==> config.mk <==
export PLATFORM = sky130hd
export DESIGN_NAME = ka24_seq_ctrl
export DESIGN_NICKNAME = d
export VERILOG_FILES = /design/src/rtl/ka24_seq_ctrl.sv
export SDC_FILE = /design/constraint.sdc
export NUM_CORES = 1
export LEC_CHECK = 0
export BUFFER_PORTS_ARGS = -buffer_cell sky130_fd_sc_hd__buf_2
export CAP_MARGIN = 10
export CORE_MARGIN = 2
export CORE_UTILIZATION = 55
export DETAILED_ROUTE_END_ITERATION = 8
export GPL_TIMING_DRIVEN = 0
export HOLD_SLACK_MARGIN = 0.03
export PLACE_DENSITY = 0.82
export SETUP_SLACK_MARGIN = 0.4
export SLEW_MARGIN = 20
export SYNTH_ARGS = -nofsm -noshare
export SYNTH_HDL_FRONTEND = slang
export SYNTH_SLANG_ARGS = --single-unit
export TNS_END_PERCENT = 1
==> constraint.sdc <==
create_clock -name clk -period 2.7 [get_ports clk]
set_clock_uncertainty 0.1 [all_clocks]
set_input_delay 0.27 -clock clk [delete_from_list [all_inputs] [get_ports clk]]
set_output_delay 0.27 -clock clk [all_outputs]
set_load 0.05 [all_outputs]
==> src/rtl/ka24_seq_ctrl.sv <==
`default_nettype none
// ============================================================================
// ka24_seq_ctrl
// Karatsuba sequencer: forms one NxN carry-less product from three HxH
// products computed on a shared external multiplier (LO, HI, MID).
// Revision: 1.0
// ============================================================================
module ka24_seq_ctrl #(
  parameter int N = 24
) (
  input  logic              clk,
  input  logic              rst,
  input  logic              in_valid,
  output logic              in_ready,
  input  logic [N-1:0]      a,
  input  logic [N-1:0]      b,
  output logic [N/2-1:0]    mul_a,
  output logic [N/2-1:0]    mul_b,
  input  logic [N-2:0]      mul_p,
  output logic              out_valid,
  input  logic              out_ready,
  output logic [2*N-2:0]    result,
  output logic              busy
);

  // N must be even so that the operands split into two equal halves.
  localparam int H  = N / 2;
  localparam int PW = 2 * H - 1;
  localparam int RW = 2 * N - 1;

  typedef enum logic [2:0] {
    S_IDLE = 3'd0,
    S_LO   = 3'd1,
    S_HI   = 3'd2,
    S_MID  = 3'd3,
    S_DONE = 3'd4
  } state_t;

  state_t        state_q, state_d;
  logic [N-1:0]  a_q, a_d;
  logic [N-1:0]  b_q, b_d;
  logic [PW-1:0] p0_q, p0_d;
  logic [PW-1:0] p2_q, p2_d;
  logic [RW-1:0] result_q, result_d;
  logic [PW-1:0] mid_term;
  logic          accept;

  always_comb begin
    state_d  = state_q;
    a_d      = a_q;
    b_d      = b_q;
    p0_d     = p0_q;
    p2_d     = p2_q;
    result_d = result_q;
    mul_a    = '0;
    mul_b    = '0;
    mid_term = '0;
    in_ready = (state_q == S_IDLE) || ((state_q == S_DONE) && out_ready);
    accept   = in_valid && in_ready;

    case (state_q)
      S_IDLE: begin
        if (accept) begin
          a_d     = a;
          b_d     = b;
          state_d = S_LO;
        end
      end
      S_LO: begin
        mul_a   = a_q[H-1:0];
        mul_b   = b_q[H-1:0];
        p0_d    = mul_p;
        state_d = S_HI;
      end
      S_HI: begin
        mul_a   = a_q[N-1:H];
        mul_b   = b_q[N-1:H];
        p2_d    = mul_p;
        state_d = S_MID;
      end
      S_MID: begin
        mul_a    = a_q[H-1:0] ^ a_q[N-1:H];
        mul_b    = b_q[H-1:0] ^ b_q[N-1:H];
        // Middle Karatsuba term: (a0^a1)(b0^b1) ^ a0b0 ^ a1b1
        mid_term = mul_p ^ p0_q ^ p2_q;
        result_d = {{N{1'b0}}, p0_q}
                 ^ ({{N{1'b0}}, mid_term} << H)
                 ^ ({{N{1'b0}}, p2_q} << N);
        state_d  = S_DONE;
      end
      S_DONE: begin
        if (out_ready) begin
          if (in_valid) begin
            a_d     = a;
            b_d     = b;
            state_d = S_LO;
          end else begin
            state_d = S_IDLE;
          end
        end
      end
      default: state_d = S_IDLE;
    endcase
  end

  always_ff @(posedge clk) begin
    if (rst) begin
      state_q  <= S_IDLE;
      a_q      <= '0;
      b_q      <= '0;
      p0_q     <= '0;
      p2_q     <= '0;
      result_q <= '0;
    end else begin
      state_q  <= state_d;
      a_q      <= a_d;
      b_q      <= b_d;
      p0_q     <= p0_d;
      p2_q     <= p2_d;
      result_q <= result_d;
    end
  end

  assign out_valid = (state_q == S_DONE);
  assign busy      = (state_q != S_IDLE);
  assign result    = result_q;

endmodule
`default_nettype wire

# After elaboration in Yosys (flattened, before gate mapping)
# Index checks and enable logic that the tools add are counted.
dict set report classes {
  n_eq_ne 7
  n_mux 14
  bitwise 6
  reduce_logical 8
}
# cell n
set op_table {}
lappend op_table {{24-bit 2-to-1 mux} 6}
lappend op_table {{24-bit case mux with 2 select lines} 2}
lappend op_table {{12-bit case mux with 3 select lines} 2}
lappend op_table {{35-bit by 47-bit bitwise XOR with 47-bit output} 1}
lappend op_table {{23-bit bitwise XOR} 2}
lappend op_table {{23-bit by 35-bit bitwise XOR with 35-bit output} 1}
lappend op_table {{12-bit bitwise XOR} 2}
lappend op_table {{3-bit case mux with 5 select lines} 1}
lappend op_table {{3-bit by 2-bit == test with 1-bit output (second input constant)} 2}
lappend op_table {{3-bit 2-to-1 mux} 2}
lappend op_table {{2-bit != test (second input constant)} 2}
lappend op_table {{4-bit AND reduction} 1}
lappend op_table {{3-bit by 1-bit == test with 1-bit output (second input constant)} 1}
lappend op_table {{3-bit == test (second input constant)} 1}
lappend op_table {{3-bit zero test} 1}
lappend op_table {{3-bit nonzero test} 1}
lappend op_table {{1-bit logical AND} 2}
lappend op_table {{2-bit by 1-bit != test with 1-bit output (second input constant)} 1}
lappend op_table {{2-bit AND reduction} 1}
lappend op_table {{2-bit nonzero test} 1}
lappend op_table {{1-bit logical OR} 1}
lappend op_table {{1-bit 2-to-1 mux} 1}
dict set report totals {
  regBits 144
  input_bits 75
  output_inout_bits 74
  elab_cells 41
}

# Longest topological paths before layout
dict set report logic_depth {
  word_depth 6
  mapped_depth 7
  ltp_nobuf 3
}

# Worst setup path after synthesis
# No wires, ideal clock.
dict set report synth_path {
  path_type {reg-to-output}
  startpoint {register state_q[1]}
  endpoint {output port mul_a[11]}
  arrival_time_ns 1.737
  required_time_ns 2.330
  path_slack_ns 0.593
  path_stages_with_launch 7
  path_buffers 3
  path_cell_list {dfxtp_1 buf_6 buf_2 buf_1 nand2_1 xnor2_1 nor2_1}
}
dict set report synth_between {
  elab_chain_cells 2
  word_cells_on_any_way 4
  cone_classes {eq/ne: 3; mux: 1}
}
# item line
set synth_rtl {}
lappend synth_rtl {{from (decl)} 39} ;# state_t state_q, state_d;
lappend synth_rtl {{from (signal assigned)} 115} ;# state_q <= state_d;
lappend synth_rtl {{3-bit by 2-bit == test with 1-bit output or 3-bit by 1-bit == test with 1-bit output (tied branches)} 61} ;# case (state_q)
lappend synth_rtl {{12-bit case mux with 3 select lines *} 61}
lappend synth_rtl {{to (decl)} 17} ;# output logic [N/2-1:0] mul_a,
# Mark *: on every way between the ends. The rest lies on a longest branch, timed or not.

# Worst setup path in the final report
dict set report layout_path {
  startpoint {register state_q[1]}
  endpoint {output port mul_a[3]}
}
# The elaborated chain is that of the path after synthesis.

==> flow_summary.ini <==
[floorplanning]
die_x_um = 113
core_um2 = 11500
die_area_um2 = 12700
start_util = 0.566
io_pins = 149
die_y_um = 113
rows = 39

[yosys]
netlist_area_um2 = 6490
synth-edff-count = 0
synth_ff_type = dfxtp_1
ys_async_sr_fraction = 0
synth-seq-area-share = 0.444
syn_avg_cell_area_um2 = 8.14
synthCells = 797
synth_seq_cells = 144
syn-num-nets = 872
synth_cell_type_count = 29
ys_warn_count = 0

[setup_path]
start_kind = flip-flop
arrival_ns = 1.94
reg2reg_depth = 7
cp_max_fo = 10
worst_r2r_startpoint = state_q[1]$_SDFFE_PP0P_
worstReg2RegEnd = a_q[18]$_SDFFE_PP0P_
endpoint = mul_a[3]
reg2reg_slack_ns = 1.03
endpoint_kind = output pin
crit_path_start = state_q[1]$_SDFFE_PP0P_
crit_required_ns = 2.33
critPathKind = reg -> out

[routing]
drc = 0
viasPerCell = 5.47
postRouteAntennaNets = 0
vias = 6378
wl_per_cell_um = 16.0
first_pass_iters = 5
drtIter0Drc = 380
wl_mm = 18.7

[placement]
placed_cell_area_um2 = 7400
gp_congestion = 0.902
hpwl_mm = 12.9
port_buffers = 146

[timing]
rsz0062_at_grt = yes
fmax_mhz = 433
fin_crit_sh = 0.856
fin_setup_tns_ns = 0
hold_viol = 0
drv_slew = 0
finalCriticalPeriod_ns = 2.31
setup_viol = 0
slew_headroom = 0.523
worstMarginPinSlew_ns = 0.715

[cells_and_area]
fill_cells = 836
multi_input_area_um2 = 3210
seqCellArea_um2 = 2880
mostFrequentLayoutCell = nand2_1
nets = 1085
drive_gt1_frac = 0.229
syn_to_final_growth_pct = 32.5
final_cell_mix = nand2_1 (188), buf_2 (164), dfxtp_1 (143)
antenna-diode-count = 0
fin_area_um2 = 8600

[cts]
numCtsBuffers = 17
clockRootBuffer = clkbuf_16
cts_buffer_depth = 2
cts.sinks = 144
htreeDepth = 4
path_clk_slew_ns = 0.06
cts_setup_buffers = 0
insertion_delay_ns = 0.41
cts_tree = built

[power]
power_density_nw_per_um2 = 712
comb_power_share = 0.179
swShare = 0.277
peakVddDrop_mv = 0.408
finalPower_uw = 6120
p_seq_frac = 0.382
p_int_uw = 4430
p_switching_uw = 1700
power.leakage_uw = 0.00342
pwr-share-clk = 0.439

[status]
status = finished, final reports clean

[worst_hold_path]
hold_path_class = in -> reg

[global_route]
grt_usage = 0.291
grt_pass1_vias = 6132
grt_start_max_net_pins = 17
grt_pass1_wl_mm = 29.5
gr-total-overflow = 0
antenna_found_initial = 0

[run]
cap_violations = 0
[how the worst min path moves through the flow]
stage,startpoint,end,slack [ns],cells past startpoint
4_1_cts,a[16],a_q[16]$_SDFFE_PP0P_,0.03,3
6_report,mul_p[7],p0_q[7]$_SDFFE_PP0N_,0.04,3
3_5_place_dp,result[42]$_SDFFE_PP0N_,result[42]$_SDFFE_PP0N_,0.34,2
3_3_place_gp,result[0]$_SDFFE_PP0N_,result[0]$_SDFFE_PP0N_,0.34,2
2_1_floorplan,mul_p[12],p0_q[12]$_SDFFE_PP0N_,0.31,2
5_1_grt,mul_p[6],p0_q[6]$_SDFFE_PP0N_,0.03,3
[per-layer routing]
layer  GRT usage  share of wire  vias up  wire length, um
li1            -              -     3140                -
met4       0.106          0.025        0              468
met3      0.0724          0.070       40             1320
met1       0.333           0.40     2929             7430
met2       0.524           0.51      269             9450
met5           0              0        -                0
[synthesized netlist by cell type, drive strengths merged (3+ instances only)]
master,number,area share
o31ai,49,0.064
nand4,48,0.046
a21oi,119,0.092
dfxtp,144,0.44
clkbuf,37,0.021
nand2,188,0.11
buf,42,0.039
xnor2,81,0.11
nor2,49,0.028
nand3b,3,0.0040
a211oi,22,0.025
[power groups by stage]
| stage | combinational [uW] | sequential [uW] | clock (uW) |
|---|---|---|---|
| floorplan | 680 | 2420 | 0 |
| CTS | 1070 | 2330 | 2690 |
| detailed placement | 1010 | 2380 | 0 |
| global placement | 998 | 2380 | 0 |
| finish | 1100 | 2340 | 2690 |
| global route | 1190 | 2350 | 2790 |
[area by class of cell]
type                    count  area share
clock buffers              20      0.0519
plain buffers              79      0.0479
clock inverters            12      0.0268
flip-flops and latches    144       0.335
inverters                   1    0.000437
repair buffers            194       0.143
well taps                 143      0.0208
multi-input cells         573       0.374
[worst max-delay path, stage by stage, from the launching register on]
cell      delay [ns]
dfxtp_1         0.32
buf_6           0.12
buf_2           0.21
clkbuf_4        0.26
nand2_1         0.08
xnor2_1         0.13
nor2_1          0.15
clkbuf_4        0.26
[timing repair]
item / CTS / global route
gates cloned: 0 / 0
hold endpoints to repair: 51 / 1
endpoints found under the setup margin: 26 / 26
hold buffers: 47 / 1
gates resized for setup: 1 / 23
[registers in the layout (all words and copies together), names as in the netlist]
register / count
state_q: 3
result: 47
b_q: 24
p2_q: 23
a_q: 24
p0_q: 23
[per-stage QoR]
step                hold WS, ns  worst slack, ns   util  cells
global route             0.0322            0.312  0.750   1166
finish                   0.0373            0.389  0.750   1166
CTS                      0.0305            0.265  0.745   1165
detailed placement        0.344            0.650  0.645   1086
global placement          0.343            0.665  0.645   1086
floorplan                 0.306            0.593      -    797
[cell families (layout without fill, tap and decap cells)]
| kind of cell | Yosys count | in the layout | share of synthesized area |
|---|---|---|---|
| buf+inv | 80 | 306 | 0.0607 |
| flops | 144 | 144 | 0.444 |
| xor+xnor | 82 | 82 | 0.111 |
| compound gates | 191 | 191 | 0.182 |
| simple gates | 300 | 300 | 0.202 |
Power figures use the tool's default switching activity.
